`src/rtl/regfile_write_arbiter_pkg.sv`:
```
// Shared constants and types for the regfile write-port arbiter.
package regfile_write_arbiter_pkg;

  localparam int DFLT_DATA_W = 32;
  localparam int DFLT_ADDR_W = 2;

  localparam int REQ_ALU  = 0;
  localparam int REQ_LOAD = 1;

  typedef enum logic {
    PRIO_ALU  = 1'b0,
    PRIO_LOAD = 1'b1
  } prio_e;

endpackage

```
`src/rtl/regfile_write_arbiter_if.sv`:
```
// Writeback requesters, regfile write/read port and bypassed read data.
interface regfile_write_arbiter_if
  import regfile_write_arbiter_pkg::*;
#(
  parameter int DATA_W = DFLT_DATA_W,
  parameter int ADDR_W = DFLT_ADDR_W
);

  logic              req0_valid;
  logic              req0_ready;
  logic [ADDR_W-1:0] req0_reg;
  logic [DATA_W-1:0] req0_data;

  logic              req1_valid;
  logic              req1_ready;
  logic [ADDR_W-1:0] req1_reg;
  logic [DATA_W-1:0] req1_data;

  logic [ADDR_W-1:0] rf_write_reg;
  logic [DATA_W-1:0] rf_write_data;
  logic              rf_reg_write;

  logic [ADDR_W-1:0] rd_reg1;
  logic [ADDR_W-1:0] rd_reg2;
  logic [DATA_W-1:0] rf_read_data1;
  logic [DATA_W-1:0] rf_read_data2;
  logic [DATA_W-1:0] rd_data1;
  logic [DATA_W-1:0] rd_data2;

  modport slave (
    input  req0_valid, req0_reg, req0_data,
    input  req1_valid, req1_reg, req1_data,
    input  rd_reg1, rd_reg2, rf_read_data1, rf_read_data2,
    output req0_ready, req1_ready,
    output rf_write_reg, rf_write_data, rf_reg_write,
    output rd_data1, rd_data2
  );

  modport master (
    output req0_valid, req0_reg, req0_data,
    output req1_valid, req1_reg, req1_data,
    output rd_reg1, rd_reg2, rf_read_data1, rf_read_data2,
    input  req0_ready, req1_ready,
    input  rf_write_reg, rf_write_data, rf_reg_write,
    input  rd_data1, rd_data2
  );

endinterface

```
`src/rtl/regfile_write_arbiter_rr_arb2.sv`:
```
// Two-way round-robin arbiter; the loser of a grant is favoured next time.
module rr_arb2
  import regfile_write_arbiter_pkg::*;
(
  input  logic       clk,
  input  logic       reset,
  input  logic [1:0] valid_i,
  output logic [1:0] grant_o
);

  // state     | meaning
  // PRIO_ALU  | req0 (ALU) wins a simultaneous request
  // PRIO_LOAD | req1 (load) wins a simultaneous request
  prio_e prio_q, prio_d;

  always_ff @(posedge clk or negedge reset) begin
    if (!reset) prio_q <= PRIO_ALU;
    else        prio_q <= prio_d;
  end

  // Grants are held off while reset is asserted so no handshake completes.
  always_comb begin
    grant_o = 2'b00;
    prio_d  = prio_q;
    if (reset) begin
      grant_o[REQ_ALU]  = valid_i[REQ_ALU]  & (~valid_i[REQ_LOAD] | (prio_q == PRIO_ALU));
      grant_o[REQ_LOAD] = valid_i[REQ_LOAD] & (~valid_i[REQ_ALU]  | (prio_q == PRIO_LOAD));
    end
    if (grant_o[REQ_ALU])       prio_d = PRIO_LOAD;
    else if (grant_o[REQ_LOAD]) prio_d = PRIO_ALU;
  end

endmodule

```
`src/rtl/regfile_write_arbiter.sv`:
```
// Round-robin sharing of the regfile write port between ALU and load writeback,
// with a one-deep issue stage and per-port read bypass from that stage.
module regfile_write_arbiter
  import regfile_write_arbiter_pkg::*;
#(
  parameter int DATA_W = DFLT_DATA_W,
  parameter int ADDR_W = DFLT_ADDR_W
) (
  input  logic                   clk,
  input  logic                   reset,
  regfile_write_arbiter_if.slave bus
);

  logic [1:0]        valid;
  logic [1:0]        grant;
  logic              stage_valid_q, stage_valid_d;
  logic [ADDR_W-1:0] stage_reg_q, stage_reg_d;
  logic [DATA_W-1:0] stage_data_q, stage_data_d;

  assign valid[REQ_ALU]  = bus.req0_valid;
  assign valid[REQ_LOAD] = bus.req1_valid;

  rr_arb2 u_arb (
    .clk     (clk),
    .reset   (reset),
    .valid_i (valid),
    .grant_o (grant)
  );

  assign bus.req0_ready = grant[REQ_ALU];
  assign bus.req1_ready = grant[REQ_LOAD];

  // The regfile never stalls, so the stage simply reloads every cycle.
  always_comb begin
    stage_valid_d = |grant;
    stage_reg_d   = stage_reg_q;
    stage_data_d  = stage_data_q;
    if (grant[REQ_ALU]) begin
      stage_reg_d  = bus.req0_reg;
      stage_data_d = bus.req0_data;
    end else if (grant[REQ_LOAD]) begin
      stage_reg_d  = bus.req1_reg;
      stage_data_d = bus.req1_data;
    end
  end

  always_ff @(posedge clk or negedge reset) begin
    if (!reset) begin
      stage_valid_q <= 1'b0;
      stage_reg_q   <= '0;
      stage_data_q  <= '0;
    end else begin
      stage_valid_q <= stage_valid_d;
      stage_reg_q   <= stage_reg_d;
      stage_data_q  <= stage_data_d;
    end
  end

  assign bus.rf_reg_write  = stage_valid_q;
  assign bus.rf_write_reg  = stage_reg_q;
  assign bus.rf_write_data = stage_data_q;

  // The regfile only commits at the end of the stage cycle, so a hit must be forwarded.
  assign bus.rd_data1 = (stage_valid_q && bus.rd_reg1 == stage_reg_q) ? stage_data_q
                                                                      : bus.rf_read_data1;
  assign bus.rd_data2 = (stage_valid_q && bus.rd_reg2 == stage_reg_q) ? stage_data_q
                                                                      : bus.rf_read_data2;

endmodule

```
`src/flat_wrapper.sv`:
```
// flat-port wrapper written by rule: the top's interface ports become plain ports
module regfile_write_arbiter_flat import regfile_write_arbiter_pkg::*;
#(
  parameter int DATA_W = DFLT_DATA_W,
  parameter int ADDR_W = DFLT_ADDR_W
)
  (clk, reset, bus_req0_valid, bus_req0_reg, bus_req0_data, bus_req1_valid, bus_req1_reg, bus_req1_data, bus_rd_reg1, bus_rd_reg2, bus_rf_read_data1, bus_rf_read_data2, bus_req0_ready, bus_req1_ready, bus_rf_write_reg, bus_rf_write_data, bus_rf_reg_write, bus_rd_data1, bus_rd_data2);
  regfile_write_arbiter_if #(.DATA_W(DATA_W), .ADDR_W(ADDR_W)) bus_i ();
  input  logic clk;
  input  logic reset;
  input wire logic [$bits(bus_i.req0_valid)-1:0] bus_req0_valid;
  input wire logic [$bits(bus_i.req0_reg)-1:0] bus_req0_reg;
  input wire logic [$bits(bus_i.req0_data)-1:0] bus_req0_data;
  input wire logic [$bits(bus_i.req1_valid)-1:0] bus_req1_valid;
  input wire logic [$bits(bus_i.req1_reg)-1:0] bus_req1_reg;
  input wire logic [$bits(bus_i.req1_data)-1:0] bus_req1_data;
  input wire logic [$bits(bus_i.rd_reg1)-1:0] bus_rd_reg1;
  input wire logic [$bits(bus_i.rd_reg2)-1:0] bus_rd_reg2;
  input wire logic [$bits(bus_i.rf_read_data1)-1:0] bus_rf_read_data1;
  input wire logic [$bits(bus_i.rf_read_data2)-1:0] bus_rf_read_data2;
  output wire logic [$bits(bus_i.req0_ready)-1:0] bus_req0_ready;
  output wire logic [$bits(bus_i.req1_ready)-1:0] bus_req1_ready;
  output wire logic [$bits(bus_i.rf_write_reg)-1:0] bus_rf_write_reg;
  output wire logic [$bits(bus_i.rf_write_data)-1:0] bus_rf_write_data;
  output wire logic [$bits(bus_i.rf_reg_write)-1:0] bus_rf_reg_write;
  output wire logic [$bits(bus_i.rd_data1)-1:0] bus_rd_data1;
  output wire logic [$bits(bus_i.rd_data2)-1:0] bus_rd_data2;
  assign bus_i.req0_valid = bus_req0_valid;
  assign bus_i.req0_reg = bus_req0_reg;
  assign bus_i.req0_data = bus_req0_data;
  assign bus_i.req1_valid = bus_req1_valid;
  assign bus_i.req1_reg = bus_req1_reg;
  assign bus_i.req1_data = bus_req1_data;
  assign bus_i.rd_reg1 = bus_rd_reg1;
  assign bus_i.rd_reg2 = bus_rd_reg2;
  assign bus_i.rf_read_data1 = bus_rf_read_data1;
  assign bus_i.rf_read_data2 = bus_rf_read_data2;
  assign bus_req0_ready = bus_i.req0_ready;
  assign bus_req1_ready = bus_i.req1_ready;
  assign bus_rf_write_reg = bus_i.rf_write_reg;
  assign bus_rf_write_data = bus_i.rf_write_data;
  assign bus_rf_reg_write = bus_i.rf_reg_write;
  assign bus_rd_data1 = bus_i.rd_data1;
  assign bus_rd_data2 = bus_i.rd_data2;
  regfile_write_arbiter #(.DATA_W(DATA_W), .ADDR_W(ADDR_W)) u_core (.clk(clk), .reset(reset), .bus(bus_i));
endmodule
```
`config.mk`:
```
export PLATFORM = sky130hd
export DESIGN_NAME = regfile_write_arbiter_flat
export DESIGN_NICKNAME = d
export VERILOG_FILES = /design/src/rtl/regfile_write_arbiter_pkg.sv /design/src/rtl/regfile_write_arbiter_if.sv /design/src/rtl/regfile_write_arbiter_rr_arb2.sv /design/src/rtl/regfile_write_arbiter.sv /design/src/flat_wrapper.sv
export SDC_FILE = /design/constraint.sdc
export NUM_CORES = 1
export LEC_CHECK = 0
export CAP_MARGIN = 10
export CORE_MARGIN = 2
export CORE_UTILIZATION = 29
export DETAILED_ROUTE_END_ITERATION = 10
export PLACE_DENSITY = 0.84
export RECOVER_POWER = 25
export SLEW_MARGIN = 10
export SYNTH_ARGS = -nofsm -noshare
export SYNTH_HDL_FRONTEND = slang
export SYNTH_HIERARCHICAL = 1
export SYNTH_SLANG_ARGS = --single-unit
```
`constraint.sdc`:
```
create_clock -name clk -period 1.3 [get_ports clk]
set_input_delay 0.195 -clock clk [delete_from_list [all_inputs] [get_ports clk]]
set_output_delay 0.195 -clock clk [all_outputs]
set_load 0.02 [all_outputs]
```
==> flow_metrics.tcl, run 1 <==
set metrics [dict create \
    final_layout_size_suffix_gt1_share_pct 46.1 \
    number_of_pins_with_negative_max_slew_slack_in_the_final_report 0 \
    reg2regPathDepth 7 \
    arrival_ps 1810 \
    largest_register_ffs 32 \
    timing.clock.skew_ps 12.3 \
    pin_count 241 \
    first_global_vias 3255 \
    regToRegStartpoint "u_core/u_arb/prio_q$_DFFE_PN0P_" \
    synth-seq-cells 36 \
    hold_viol 0 \
    synth_xor_xnor_area_share_pct 1.29 \
    failed_checks "negative setup slack" \
    rsz_0062_raised_after_global_routing "true" \
    min_path_type "input pin to flip-flop" \
    dr.pass1.iters 4 \
    clk_latency_ps 290 \
    fp.dieH_um 101 \
    gp_congestion 0.752 \
    fill_cells 713 \
    floorplan.rows 35 \
    worst_setup_hold_path_clk_slew_ps 80 \
    relSlewSlack_pct 63.1 \
    clock.fmax_mhz 499 \
    period_minus_slack_ps 2000 \
    synth.lib_cells_used.distinct 17 \
    seq_area_frac_synth_pct 33.2 \
    finalInstanceArea_um2 5830 \
    p_int_mw 4.03 \
    final_wirelength_um 10800 \
    startpoint_type "flip-flop" \
    power.net_switching_mw 2.23 \
    timing.critical_path.fanout_max 8 \
    design_power_total_mw 6.26 \
    worst_setup_path_startpoint "u_core/bus.rf_write_reg[0]$_DFFE_PN0P_" \
    clockBufferDepth 2 \
    switching_share_pct 35.6 \
    sequential_cell_area_um2 905 \
    place_ws_ps -992 \
    outcome "complete, but fails checks" \
    finalNonFillerCells 640 \
    fin_ws_ps -705 \
    critical_path.reg2reg.endpoint "u_core/bus.rf_write_data[30]$_DFFE_PN0P_" \
    drc 0 \
    cpPeakStageDelay_ps 450 \
    seqPwrFrac_pct 25.8 \
    die_w_um 101 \
    core_region_area_um2 9150 \
    post_synth_mux_area_share_pct 47.5 \
    synth_compound_area_share_pct 6.97 \
    diodes 0 \
    die-area_um2 10100 \
    cts-buffers-inserted 5 \
    max-vdd-ir-drop_v 0.000539 \
    ctsHtreeMaxLevel 2 \
    num-nets-final 668 \
    synth_top_family_by_area "multiplexers" \
    floorplan.initialDensity_pct 29.6 \
    post_dp_cell_area_um2 5610 \
    drtIter0Drc 48 \
    port-buffer-count 240 \
    min_period_over_period_pct 154 \
    synth_fa_ha_area_share_pct 0 \
    mappedNetlistNets 374 \
    p_comb_share_pct 56.8 \
    grt_start_max_net_pins 42 \
    cts-root-buf "sky130_fd_sc_hd__clkbuf_8" \
    power.clock.fraction_pct 17.4 \
    tritoncts "built" \
    drt.antenna.violating_nets 0 \
    worst-setup-path-type "flip-flop to primary output" \
    transition_at_the_pin_with_the_smallest_max_transition_slack_ps 553 \
    vias 3032 \
    grt_remaining_overflow 0 \
    setup_viol 101 \
    timing.critical_path.required_ps 1110 \
    grt_pass1_wl_um 16300 \
    cp_cell_sequence "xnor2_2 -> nand3_4 -> buf_12 -> buf_12 -> mux2_4 -> buf_2" \
    multi_input_comb_area_um2 1760 \
    synth_simple_gate_area_share_pct 6.19 \
    crit_slowest_cell "sky130_fd_sc_hd__dfrtp_2" \
    worstSetupEndpointType "primary output" \
    critPathCapture "bus_rd_data1[27]" \
    post-place-cells 615 \
    antenna_found_initial 0 \
    leakagePower_nw 2.78 \
    synth_instances 234 \
    areaGrowthSynthToFinish_pct 115 \
    cts_sinks 36 \
    postSynthAreaPerCell_um2 11.6 \
    track_usage_pct 20.4 \
    setup-tns-final_ps -44840 \
    hpwlAfterDp_um 8550 \
    routed_wire_length_per_instance_um 16.9 \
    mappedNetlistArea_um2 2710 \
    drv.max_cap_violation_count 0 \
    vias_per_cell 4.74 \
    timing.critical_path.mode_cell "sky130_fd_sc_hd__buf_12" \
    yosysWarningCount 6 \
    power.density_nw_per_um2 1070 \
    regToRegSetupSlack_ps -180 \
]
## cells by family after synthesis
group	count (synthesis)
multiplexers	98
AND/OR/NAND/NOR	40
AO/OA/AOI/OAI	37
flip-flops	36
buffers and inverters	19
XOR/XNOR	4
## power groups by stage
stage                     combinational [mW]  sequential, mW  clock, mW
after floorplan                         1.41            1.88          0
after global placement                  3.51            1.63          0
after detailed placement                3.58            1.64          0
after CTS                               3.55            1.62       1.13
after global routing                    3.75            1.66       1.18
final                                   3.56            1.61       1.09
## area by class of cell
type	instances	share of cell area, %
tap	111	2.38
timing repair buffer	305	49.6
clock inverter	1	0.515
clock buffer	7	1.65
multi-input combinational	179	30.2
inverter	1	0.150
sequential	36	15.5
## cells in the mapped netlist
cell                        n  area (um2)
sky130_fd_sc_hd__mux2_4    60         901
sky130_fd_sc_hd__nand2_1   36         135
sky130_fd_sc_hd__or2_2      1        6.26
sky130_fd_sc_hd__a21oi_2    1        8.76
sky130_fd_sc_hd__buf_2      3        15.0
sky130_fd_sc_hd__o21ai_0   34         170
sky130_fd_sc_hd__dfrtp_1   36         901
sky130_fd_sc_hd__and3_1     1        6.26
sky130_fd_sc_hd__buf_6      6        67.6
sky130_fd_sc_hd__mux2_2     4        45.0
sky130_fd_sc_hd__a21oi_1    2        10.0
sky130_fd_sc_hd__xnor2_1    4        35.0
sky130_fd_sc_hd__clkbuf_1   6        22.5
sky130_fd_sc_hd__inv_1      1        3.75
sky130_fd_sc_hd__buf_4      3        22.5
sky130_fd_sc_hd__nand3_2    2        20.0
sky130_fd_sc_hd__mux2i_1   34         340
## how the worst min path moves through the flow
stage          startpoint                                end  slack (ps)  cells after the start
2_1_floorplan       reset  u_core/bus.rf_reg_write$_DFF_PN0_        -100                      0
3_3_place_gp        reset    u_core/u_arb/prio_q$_DFFE_PN0P_         200                      2
3_5_place_dp        reset    u_core/u_arb/prio_q$_DFFE_PN0P_         200                      2
4_1_cts             reset    u_core/u_arb/prio_q$_DFFE_PN0P_         350                      4
5_1_grt             reset    u_core/u_arb/prio_q$_DFFE_PN0P_         360                      4
6_report            reset    u_core/u_arb/prio_q$_DFFE_PN0P_         360                      4
## metrics by stage
| stage | hold slack [ps] | utilization, % |
|---|---|---|
| floorplan | -101 | - |
| global placement | 198 | 61.3 |
| detailed placement | 204 | 61.3 |
| CTS | 347 | 63.6 |
| global route | 363 | 63.7 |
| finish | 360 | 63.7 |
## cells in the final DEF (no fill, tap or decap), drive strengths merged, types with 2 or more instances in the layout
| cell type | synthesis | layout |
|---|---|---|
| nand3 | 2 | 2 |
| a21oi | 3 | 3 |
| clkbuf | 6 | 12 |
| o21ai | 34 | 34 |
| mux2 | 64 | 64 |
| nand2 | 36 | 36 |
| xnor2 | 4 | 4 |
| buf | 12 | 151 |
| dfrtp | 36 | 36 |
| clkdlybuf4s50 | 0 | 138 |
| dlygate4sd2 | 0 | 9 |
| mux2i | 34 | 34 |
## routing by layer
metal  GRT usage, %  part of all wire, %
met3           5.69                  8.7
met4           3.79                 0.76
met5              0                    0
met1           22.5                   36
met2           39.0                   55
## critical path: cells and delay by family, from the launching register on
| family | cells | cell delay [ps] |
|---|---|---|
| xor gates and xnor gates | 1 | 200 |
| buffers and inverters | 3 | 460 |
| and+or+nand+nor | 1 | 130 |
| muxes | 1 | 290 |
| DFF | 1 | 450 |
## timing repair
| item | CTS | global route |
|---|---|---|
| hold buffers | 1 | 0 |
| setup endpoints to repair | 135 | 119 |
| pin swaps | 1 | 3 |
| resized for setup | 444 | 60 |
| buffers inserted | 15 | 5 |
| endpoints found under the hold margin | 36 | 0 |
| gates cloned | 2 | 1 |
No activity file was read; power rests on OpenSTA's default activity.
==> run 2, diff against run 1 <==
- ABC_CLOCK_PERIOD_IN_PS: unset -> 1300
- HOLD_SLACK_MARGIN: unset -> 0.02
- SKIP_CTS_REPAIR_TIMING: unset -> 1
==> run 2 against run 1 <==
The flow still finishes with violations (negative setup slack). Non-clock buffer count down 12. Worst setup slack better by 11 ps. Clock power about the same. Core utilization down 0.75 points. First-iteration DRC count down 6.3%. Via count down 3.0%. Sequential share of layout area up 0.21 points. Clock skew about the same. Worst hold slack worse by 59 ps. Critical path type unchanged.
==> flow_metrics.tcl, run 2 (synthesized netlist as in run 1, its figures left out) <==
set metrics [dict create \
    power.density_nw_per_um2 1070 \
    cts-root-buf "sky130_fd_sc_hd__clkbuf_8" \
    min_path_type "input pin to flip-flop" \
    reg2regPathDepth 6 \
    regToRegSetupSlack_ps -180 \
    ctsHtreeMaxLevel 2 \
    tritoncts "built" \
    worstSetupEndpointType "primary output" \
    worst_setup_hold_path_clk_slew_ps 80 \
    finalInstanceArea_um2 5760 \
    startpoint_type "flip-flop" \
    timing.critical_path.required_ps 1110 \
    arrival_ps 1800 \
    routed_wire_length_per_instance_um 17.1 \
    pin_count 241 \
    num-nets-final 656 \
    number_of_pins_with_negative_max_slew_slack_in_the_final_report 0 \
    place_ws_ps -992 \
    regToRegStartpoint "u_core/u_arb/prio_q$_DFFE_PN0P_" \
    mostFrequentLayoutCells "136 x sky130_fd_sc_hd__clkdlybuf4s50_1, 60 x sky130_fd_sc_hd__mux2_4, 44 x sky130_fd_sc_hd__clkbuf_2" \
    core_region_area_um2 9150 \
    p_int_mw 3.98 \
    critical_path.reg2reg.endpoint "u_core/bus.rf_write_reg[0]$_DFFE_PN0P_" \
    floorplan.rows 35 \
    cts-buffers-inserted 5 \
    track_usage_pct 19.4 \
    p_comb_share_pct 56.1 \
    outcome "complete, but fails checks" \
    leakagePower_nw 3.03 \
    first_global_vias 3127 \
    die_w_um 101 \
    switching_share_pct 35.5 \
    drv.max_cap_violation_count 0 \
    gp_congestion 0.752 \
    timing.clock.skew_ps 12.2 \
    die-area_um2 10100 \
    cts_sinks 36 \
    worst-setup-path-type "flip-flop to primary output" \
    clock.fmax_mhz 502 \
    drc 0 \
    max-vdd-ir-drop_v 0.000504 \
    drtIter0Drc 45 \
    fin_ws_ps -693 \
    hpwlAfterDp_um 8550 \
    rsz_0062_raised_after_global_routing "true" \
    port-buffer-count 240 \
    diodes 0 \
    areaGrowthSynthToFinish_pct 113 \
    drt.antenna.violating_nets 0 \
    period_minus_slack_ps 1990 \
    grt_pass1_wl_um 15500 \
    setup_viol 99 \
    clk_latency_ps 290 \
    power.net_switching_mw 2.19 \
    grt_remaining_overflow 0 \
    min_delay_worst_endpoint "u_core/u_arb/prio_q$_DFFE_PN0P_" \
    clockBufferDepth 2 \
    final_common_cell "sky130_fd_sc_hd__clkdlybuf4s50_1" \
    failed_checks "negative setup slack" \
    grt_start_max_net_pins 42 \
    relSlewSlack_pct 62.9 \
    dr.pass1.iters 4 \
    min_path_cells 4 \
    antenna_found_initial 0 \
    final_layout_size_suffix_gt1_share_pct 40.4 \
    vias_per_cell 4.68 \
    vias 2941 \
    timing.critical_path.fanout_max 5 \
    hold_viol 0 \
    fp.dieH_um 101 \
    post_dp_cell_area_um2 5610 \
    floorplan.initialDensity_pct 29.6 \
    final_wirelength_um 10700 \
    min_period_over_period_pct 153 \
    largest_register_ffs 32 \
    power.clock.fraction_pct 17.6 \
    transition_at_the_pin_with_the_smallest_max_transition_slack_ps 556 \
    design_power_total_mw 6.17 \
    postLayoutCoreUtil_pct 63.0 \
    hp-start "reset" \
    seqPwrFrac_pct 26.3 \
]
==> run 2: changes by cell type in the layout (fill, tap and decap cells not counted), moves of 2 or more <==
cell                              change
sky130_fd_sc_hd__buf_12               -3
sky130_fd_sc_hd__buf_2               -47
sky130_fd_sc_hd__buf_4                +5
sky130_fd_sc_hd__buf_6               -32
sky130_fd_sc_hd__clkbuf_2            +41
sky130_fd_sc_hd__clkdlybuf4s50_1      -2
sky130_fd_sc_hd__dlygate4sd2_1        -9
sky130_fd_sc_hd__dlymetal6s2s_1      +37
==> run 2: worst max-delay path by stage <==
stage                     slack [ps]  depth (start not counted)                to                                   start
after global placement          -940                          6  bus_rd_data2[31]                          bus_rd_reg2[0]
after CTS                      -1060                          5   bus_rd_data1[3]  u_core/bus.rf_write_reg[0]$_DFFE_PN0P_
after detailed placement        -990                          6   bus_rd_data1[3]                          bus_rd_reg1[0]
final                           -690                          5  bus_rd_data2[29]  u_core/bus.rf_write_reg[0]$_DFFE_PN0P_
after global routing            -770                          5   bus_rd_data2[1]  u_core/bus.rf_write_reg[0]$_DFFE_PN0P_
after floorplan                 -210                          4  bus_rd_data1[10]  u_core/bus.rf_write_reg[1]$_DFFE_PN0P_
==> run 2: final cells by class <==
cell class                      count  area [um2]
Multi-Input combinational cell    179        1770
Inverter                            1        3.75
Tap cell                          111         139
Sequential cell                    36         906
Timing Repair Buffer              293        2820
Clock buffer                        7        96.3
Clock inverter                      1        30.0
Fill cell                         698        3390
==> run 2: worst max-delay path, cell delays in order, from the launching register on <==
cell,delay [ps]
sky130_fd_sc_hd__dfrtp_2,480
sky130_fd_sc_hd__xnor2_2,190
sky130_fd_sc_hd__nand3_4,140
sky130_fd_sc_hd__buf_4,190
sky130_fd_sc_hd__mux2_4,300
sky130_fd_sc_hd__dlymetal6s2s_1,220
==> run 2: power groups by stage <==
stage | clock (mW) | combinational [mW] | sequential [mW]
floorplan | 0 | 1.41 | 1.88
global placement | 0 | 3.51 | 1.63
detailed placement | 0 | 3.58 | 1.64
CTS | 1.13 | 3.59 | 1.62
global route | 1.18 | 3.65 | 1.67
finish | 1.09 | 3.46 | 1.63
==> run 2: layer usage <==
metal	share of wire [%]	GRT usage, %	routed length [um]	vias up
li1	-	-	-	1392
met1	37	21.3	4020	1387
met2	54	37.3	5820	160
met3	8.3	5.55	895	2
met4	0.14	3.27	15	0
met5	0	0	0	-
==> run 2: stage by stage <==
step | cells | hold WS [ps] | setup TNS (ps)
detailed placement | 615 | 204 | -73870
global route | 628 | 300 | -50380
finish | 628 | 301 | -43160
floorplan | 234 | -101 | -13980
CTS | 623 | -115 | -80310
global placement | 615 | 198 | -70070
